==> src/rtl/mem_arb_pkg.sv <==
// Shared types and constants for the two-master data memory arbiter.
package mem_arb_pkg;

   localparam int DATA_WIDTH = 16;
   localparam int ADDR_WIDTH = 6;

   typedef enum logic [1:0] {
      IDLE  = 2'd0,
      ISSUE = 2'd1,
      RESP  = 2'd2
   } state_e;

   localparam logic GNT_CPU = 1'b0;
   localparam logic GNT_AUX = 1'b1;

endpackage

==> src/rtl/mem_arbiter_if.sv <==
// Requester and memory-side signals of the arbiter, grouped by direction.
interface mem_arbiter_if;
   import mem_arb_pkg::*;

   logic                  cpu_req;
   logic                  cpu_we;
   logic [ADDR_WIDTH-1:0] cpu_addr;
   logic [DATA_WIDTH-1:0] cpu_wdata;
   logic                  cpu_ack;
   logic [DATA_WIDTH-1:0] cpu_rdata;

   logic                  aux_req;
   logic                  aux_we;
   logic [ADDR_WIDTH-1:0] aux_addr;
   logic [DATA_WIDTH-1:0] aux_wdata;
   logic                  aux_ack;
   logic [DATA_WIDTH-1:0] aux_rdata;

   logic [ADDR_WIDTH-1:0] mem_addr;
   logic                  mem_we;
   logic [DATA_WIDTH-1:0] mem_wdata;
   logic [DATA_WIDTH-1:0] mem_rdata;

   modport slave (
      input  cpu_req, cpu_we, cpu_addr, cpu_wdata,
      output cpu_ack, cpu_rdata,
      input  aux_req, aux_we, aux_addr, aux_wdata,
      output aux_ack, aux_rdata,
      output mem_addr, mem_we, mem_wdata,
      input  mem_rdata
   );

   modport master (
      output cpu_req, cpu_we, cpu_addr, cpu_wdata,
      input  cpu_ack, cpu_rdata,
      output aux_req, aux_we, aux_addr, aux_wdata,
      input  aux_ack, aux_rdata,
      input  mem_addr, mem_we, mem_wdata,
      output mem_rdata
   );

endinterface

==> src/rtl/rr_arbiter2.sv <==
// Two-way round-robin pick; one requester may be masked out (the one being acked).
module rr_arbiter2
   import mem_arb_pkg::*;
(
   input  logic [1:0] req,
   input  logic       last_gnt,
   input  logic       excl_vld,
   input  logic       excl_id,
   output logic       valid,
   output logic       gnt_id
);

   logic [1:0] elig;

   always_comb begin
      elig = req;
      if (excl_vld) begin
         if (excl_id == GNT_AUX) elig[1] = 1'b0;
         else                    elig[0] = 1'b0;
      end
      valid  = |elig;
      gnt_id = GNT_CPU;
      unique case (elig)
         2'b01:   gnt_id = GNT_CPU;
         2'b10:   gnt_id = GNT_AUX;
         2'b11:   gnt_id = ~last_gnt;
         default: gnt_id = GNT_CPU;
      endcase
   end

endmodule

==> src/rtl/mem_arbiter.sv <==
// CPU/AUX round-robin arbiter for the single-port data memory:
// IDLE -> ISSUE (memory cycle) -> RESP (ack), with RESP->ISSUE interleave.
module mem_arbiter
   import mem_arb_pkg::*;
(
   input  logic          clk,
   input  logic          rst,
   mem_arbiter_if.slave  bus,
   output logic          busy,
   output logic          gnt
);

   state_e                state_q, state_d;
   logic                  gnt_q, gnt_d;
   logic [ADDR_WIDTH-1:0] mem_addr_q, mem_addr_d;
   logic                  mem_we_q, mem_we_d;
   logic [DATA_WIDTH-1:0] mem_wdata_q, mem_wdata_d;

   logic pick_vld;
   logic pick_id;

   // While acking, the current grantee still holds req and must not win again.
   rr_arbiter2 u_pick (
      .req      ({bus.aux_req, bus.cpu_req}),
      .last_gnt (gnt_q),
      .excl_vld (state_q == RESP),
      .excl_id  (gnt_q),
      .valid    (pick_vld),
      .gnt_id   (pick_id)
   );

   always_ff @(posedge clk or posedge rst) begin
      if (rst) begin
         state_q     <= IDLE;
         gnt_q       <= GNT_AUX;
         mem_addr_q  <= '0;
         mem_we_q    <= 1'b0;
         mem_wdata_q <= '0;
      end else begin
         state_q     <= state_d;
         gnt_q       <= gnt_d;
         mem_addr_q  <= mem_addr_d;
         mem_we_q    <= mem_we_d;
         mem_wdata_q <= mem_wdata_d;
      end
   end

   always_comb begin
      state_d     = state_q;
      gnt_d       = gnt_q;
      mem_addr_d  = mem_addr_q;
      mem_we_d    = 1'b0;
      mem_wdata_d = mem_wdata_q;
      unique case (state_q)
         IDLE, RESP: begin
            state_d = IDLE;
            if (pick_vld) begin
               state_d = ISSUE;
               gnt_d   = pick_id;
               if (pick_id == GNT_AUX) begin
                  mem_addr_d  = bus.aux_addr;
                  mem_we_d    = bus.aux_we;
                  mem_wdata_d = bus.aux_wdata;
               end else begin
                  mem_addr_d  = bus.cpu_addr;
                  mem_we_d    = bus.cpu_we;
                  mem_wdata_d = bus.cpu_wdata;
               end
            end
         end
         ISSUE:   state_d = RESP;
         default: state_d = IDLE;
      endcase
   end

   assign bus.cpu_ack   = (state_q == RESP) && (gnt_q == GNT_CPU);
   assign bus.aux_ack   = (state_q == RESP) && (gnt_q == GNT_AUX);
   assign bus.cpu_rdata = bus.mem_rdata;
   assign bus.aux_rdata = bus.mem_rdata;
   assign bus.mem_addr  = mem_addr_q;
   assign bus.mem_we    = mem_we_q;
   assign bus.mem_wdata = mem_wdata_q;
   assign busy          = (state_q != IDLE);
   assign gnt           = gnt_q;

endmodule

==> src/flat_wrapper.sv <==
// flat-port wrapper written by rule: the top's interface ports become plain ports
module mem_arbiter_flat import mem_arb_pkg::*;
  (clk, rst, busy, gnt, bus_cpu_req, bus_cpu_we, bus_cpu_addr, bus_cpu_wdata, bus_cpu_ack, bus_cpu_rdata, bus_aux_req, bus_aux_we, bus_aux_addr, bus_aux_wdata, bus_aux_ack, bus_aux_rdata, bus_mem_addr, bus_mem_we, bus_mem_wdata, bus_mem_rdata);
  mem_arbiter_if bus_i ();
  input  logic clk;
  input  logic rst;
  output logic busy;
  output logic gnt;
  input wire logic [$bits(bus_i.cpu_req)-1:0] bus_cpu_req;
  input wire logic [$bits(bus_i.cpu_we)-1:0] bus_cpu_we;
  input wire logic [$bits(bus_i.cpu_addr)-1:0] bus_cpu_addr;
  input wire logic [$bits(bus_i.cpu_wdata)-1:0] bus_cpu_wdata;
  output wire logic [$bits(bus_i.cpu_ack)-1:0] bus_cpu_ack;
  output wire logic [$bits(bus_i.cpu_rdata)-1:0] bus_cpu_rdata;
  input wire logic [$bits(bus_i.aux_req)-1:0] bus_aux_req;
  input wire logic [$bits(bus_i.aux_we)-1:0] bus_aux_we;
  input wire logic [$bits(bus_i.aux_addr)-1:0] bus_aux_addr;
  input wire logic [$bits(bus_i.aux_wdata)-1:0] bus_aux_wdata;
  output wire logic [$bits(bus_i.aux_ack)-1:0] bus_aux_ack;
  output wire logic [$bits(bus_i.aux_rdata)-1:0] bus_aux_rdata;
  output wire logic [$bits(bus_i.mem_addr)-1:0] bus_mem_addr;
  output wire logic [$bits(bus_i.mem_we)-1:0] bus_mem_we;
  output wire logic [$bits(bus_i.mem_wdata)-1:0] bus_mem_wdata;
  input wire logic [$bits(bus_i.mem_rdata)-1:0] bus_mem_rdata;
  assign bus_i.cpu_req = bus_cpu_req;
  assign bus_i.cpu_we = bus_cpu_we;
  assign bus_i.cpu_addr = bus_cpu_addr;
  assign bus_i.cpu_wdata = bus_cpu_wdata;
  assign bus_cpu_ack = bus_i.cpu_ack;
  assign bus_cpu_rdata = bus_i.cpu_rdata;
  assign bus_i.aux_req = bus_aux_req;
  assign bus_i.aux_we = bus_aux_we;
  assign bus_i.aux_addr = bus_aux_addr;
  assign bus_i.aux_wdata = bus_aux_wdata;
  assign bus_aux_ack = bus_i.aux_ack;
  assign bus_aux_rdata = bus_i.aux_rdata;
  assign bus_mem_addr = bus_i.mem_addr;
  assign bus_mem_we = bus_i.mem_we;
  assign bus_mem_wdata = bus_i.mem_wdata;
  assign bus_i.mem_rdata = bus_mem_rdata;
  mem_arbiter u_core (.clk(clk), .rst(rst), .bus(bus_i), .busy(busy), .gnt(gnt));
endmodule
==> config.mk <==
export PLATFORM = sky130hd
export DESIGN_NAME = mem_arbiter_flat
export DESIGN_NICKNAME = d
export VERILOG_FILES = /design/src/rtl/mem_arb_pkg.sv /design/src/rtl/mem_arbiter_if.sv /design/src/rtl/rr_arbiter2.sv /design/src/rtl/mem_arbiter.sv /design/src/flat_wrapper.sv
export SDC_FILE = /design/constraint.sdc
export NUM_CORES = 1
export LEC_CHECK = 0
export BUFFER_PORTS_ARGS = -buffer_cell sky130_fd_sc_hd__buf_4
export CORE_MARGIN = 1
export CORE_UTILIZATION = 28
export DETAILED_ROUTE_END_ITERATION = 6
export SYNTH_ARGS = -nofsm -noshare
export SYNTH_HDL_FRONTEND = slang
export SYNTH_SLANG_ARGS = --single-unit
==> constraint.sdc <==
create_clock -name clk -period 4.7 [get_ports clk]
set_input_delay 0.94 -clock clk [delete_from_list [all_inputs] [get_ports clk]]
set_output_delay 0.94 -clock clk [all_outputs]
set_load 0.05 [all_outputs]
==> impl_metrics.yaml <==
status:
  status: "finished, final reports clean"
timing:
  fmax_ghz: 0.403
  post-route-period-util_pct: 52.8
  rsz0062_at_grt: "false"
  final_hold_viol_count: 0
  maximum_clock_skew_at_final_layout_ns: 0.00636
  slew_violations: 0
  final.setup.tns_ns: 0
  relSlewSlack_pct: 33.1
  final_period_minus_worst_setup_slack_ns: 2.48
  worstMarginPinSlew_ns: 1.00
  setup_violations: 0
hold_path:
  min-delay-path-class: "reg2reg"
logic_synthesis:
  postSynthCellCount: 122
  syn_nets: 188
  ys_warn_count: 0
  yosysSeqAreaShare_pct: 41.3
  postSynthAreaPerCell_um2: 12.9
  yosys.cell_types.count: 18
  synthesis.area_um2: 1580
  ys_seq_elements: 26
power:
  vdd.ir_drop.worst_mv: 0.271
  share_comb_of_total_power_pct: 64.1
  power.sequential.fraction_pct: 27.4
  p_sw_share_pct: 48.3
  cellLeakagePower_nw: 0.940
  p_switching_mw: 0.727
  power_density_nw_per_um2: 749
  finalPower_mw: 1.50
  clkPwrFrac_pct: 8.5
  p_int_mw: 0.777
clock_network:
  tritoncts.num_buffers: 3
  cts_tree: "yes"
  clock_tree.htree_level_count: 1
  cts.repair_timing.setup_buffer_count: 0
  post_cts_resized: 0
  clock_insertion_delay_worst_skew_ns: 0.27
  clkSinkCount: 26
  clk_root_buffer_cell: "sky130_fd_sc_hd__clkbuf_8"
  cts_hold_buffers: 0
  clock_pin_slew_on_the_worst_setup_and_hold_paths_ns: 0.08
  clock_path_buffers: 2
routing:
  detail_route.wirelength_mm: 3.11
  dr_total_vias: 1008
  avgViaCountPerCell: 4.25
  drc_errors: 0
  drtPass1Iterations: 2
  drt-wirelength-per-cell_um: 13.1
  postRouteAntennaNets: 0
  drt-initial-drc-count: 7
global_routing:
  globalRouteOverflowTotal: 0
  first_pass_grt_wire_length_mm: 4.88
  grt_pass1_vias: 1056
  global_route.usage.total_pct: 10.4
  number_of_antenna_violations_at_the_first_check_in_global_routing: 0
  grt_max_degree: 27
die:
  initial_core_util_pct: 29.9
  design.die.area_um2: 5940
  coreArea_um2: 5270
  row_count: 26
  floorplan.io_pins: 125
  die-height_um: 77.1
  chipWidth_um: 77.1
setup_path:
  crit_required_ns: 4.85
  worstPathMaxFanout: 24
  worst_ep_arrival_time_ns: 2.64
  worst-setup-path-type: "in2reg"
  worst_setup_path_end_kind: "flip-flop"
  worstSetupStartpointType: "primary input"
placement:
  placed_cells_incl_taps: 233
  placement.io_buffers: 76
  routabilityCongestion: 0.695
  dp_hpwl_mm: 2.34
  placed_area_um2: 1960
layout:
  final_std_cells_w_o_fill: 237
  finish.instance_area_um2: 2010
  antenna_cells: 0
  final_cell_mix: "sky130_fd_sc_hd__buf_4, sky130_fd_sc_hd__mux2_2, sky130_fd_sc_hd__dfrtp_1"
  drive_above_1_share_pct: 77.8
  fin_nets: 234
  layout.cells.most_common: "sky130_fd_sc_hd__buf_4"
  area_growth_syn_to_layout_pct: 27.2
  fillers: 531
job:
  number_of_max_cap_violations: 0
[cells by family (layout without fill, tap and decap cells)]
| family | Yosys count | in the layout | synth area share (%) |
|---|---|---|---|
| AND/OR/NAND/NOR | 8 | 8 | 3.17 |
| buffers and inverters | 39 | 84 | 18.6 |
| AO/OA/AOI/OAI | 3 | 3 | 3.57 |
| multiplexers | 46 | 46 | 33.4 |
| flip-flops | 26 | 26 | 41.3 |
[area by class of cell]
cell class	count	area (um2)	area share, %
timing repair buffer	77	578	28.8
sequential	26	652	32.5
clock buffer	4	45.0	2.24
multi-input combinational	57	633	31.5
inverter	3	11.3	0.561
tap	70	87.6	4.36
[power by group through the flow]
stage	combinational, mW	clock, mW	sequential, mW
detailed placement	0.977	0	0.419
global route	1.01	0.145	0.430
global placement	0.958	0	0.413
floorplan	0.426	0	0.780
finish	0.964	0.128	0.412
CTS	0.979	0.134	0.414
[through the flow]
stage                     util, %  hold slack (ns)  setup WS (ns)
after floorplan                 -            0.520           2.28
after global placement       37.2            0.494           1.97
after detailed placement     37.2            0.497           1.89
after CTS                    38.1            0.518           2.18
after global routing         38.1            0.532           2.12
final                        38.1            0.512           2.22
[synthesized netlist by cell type]
| master | count | area [um2] |
|---|---|---|
| sky130_fd_sc_hd__a21oi_2 | 1 | 8.76 |
| sky130_fd_sc_hd__nand2b_1 | 1 | 6.26 |
| sky130_fd_sc_hd__or2_2 | 1 | 6.26 |
| sky130_fd_sc_hd__nand2b_2 | 1 | 8.76 |
| sky130_fd_sc_hd__nor2_1 | 2 | 7.51 |
| sky130_fd_sc_hd__mux2_2 | 40 | 450 |
| sky130_fd_sc_hd__dfstp_2 | 1 | 26.3 |
| sky130_fd_sc_hd__dfrtp_1 | 25 | 626 |
| sky130_fd_sc_hd__mux2i_1 | 2 | 20.0 |
| sky130_fd_sc_hd__and2b_2 | 1 | 8.76 |
| sky130_fd_sc_hd__mux2_1 | 1 | 11.3 |
| sky130_fd_sc_hd__inv_1 | 3 | 11.3 |
| sky130_fd_sc_hd__nor2b_1 | 2 | 12.5 |
| sky130_fd_sc_hd__buf_6 | 3 | 33.8 |
| sky130_fd_sc_hd__a31oi_4 | 1 | 21.3 |
| sky130_fd_sc_hd__a311oi_4 | 1 | 26.3 |
| sky130_fd_sc_hd__buf_4 | 33 | 248 |
| sky130_fd_sc_hd__mux2_4 | 3 | 45.0 |
[sequential cells by signal (all words and copies together), names as in the netlist]
register / cells
u_core.bus.mem_addr: 6
u_core.gnt: 1
u_core.bus.mem_we: 1
u_core.bus.mem_wdata: 16
u_core.state_q: 2
[critical path, stage by stage]
cell	delay, ns
sky130_fd_sc_hd__buf_4	0.13
sky130_fd_sc_hd__and2b_2	0.21
sky130_fd_sc_hd__a31oi_4	0.68
sky130_fd_sc_hd__mux2_2	0.41
sky130_fd_sc_hd__mux2_2	0.26
[layer usage]
metal / up-vias / wire length, um / track usage [%]
met5: - / 0 / 0
met3: 17 / 335 / 3.33
li1: 473 / - / -
met1: 458 / 1140 / 11.1
met4: 0 / 69 / 4.91
met2: 60 / 1570 / 18.4
[final timing paths]
check | startpoint | to | slack, ns | depth (start not counted)
max | bus_aux_req | u_core.bus.mem_addr[5] | 2.22 | 5
min in group asynchronous | rst | u_core.bus.mem_addr[4] | 0.91 | 2
min | u_core.bus.mem_wdata[15] | u_core.bus.mem_wdata[15] | 0.51 | 1
max in group asynchronous | rst | u_core.bus.mem_wdata[9] | 3.18 | 2
max reg2reg | u_core.gnt | u_core.bus.mem_addr[5] | 2.39 | 4
min reg2reg | u_core.bus.mem_wdata[15] | u_core.bus.mem_wdata[15] | 0.51 | 1
No activity file was read; power rests on OpenSTA's default activity.
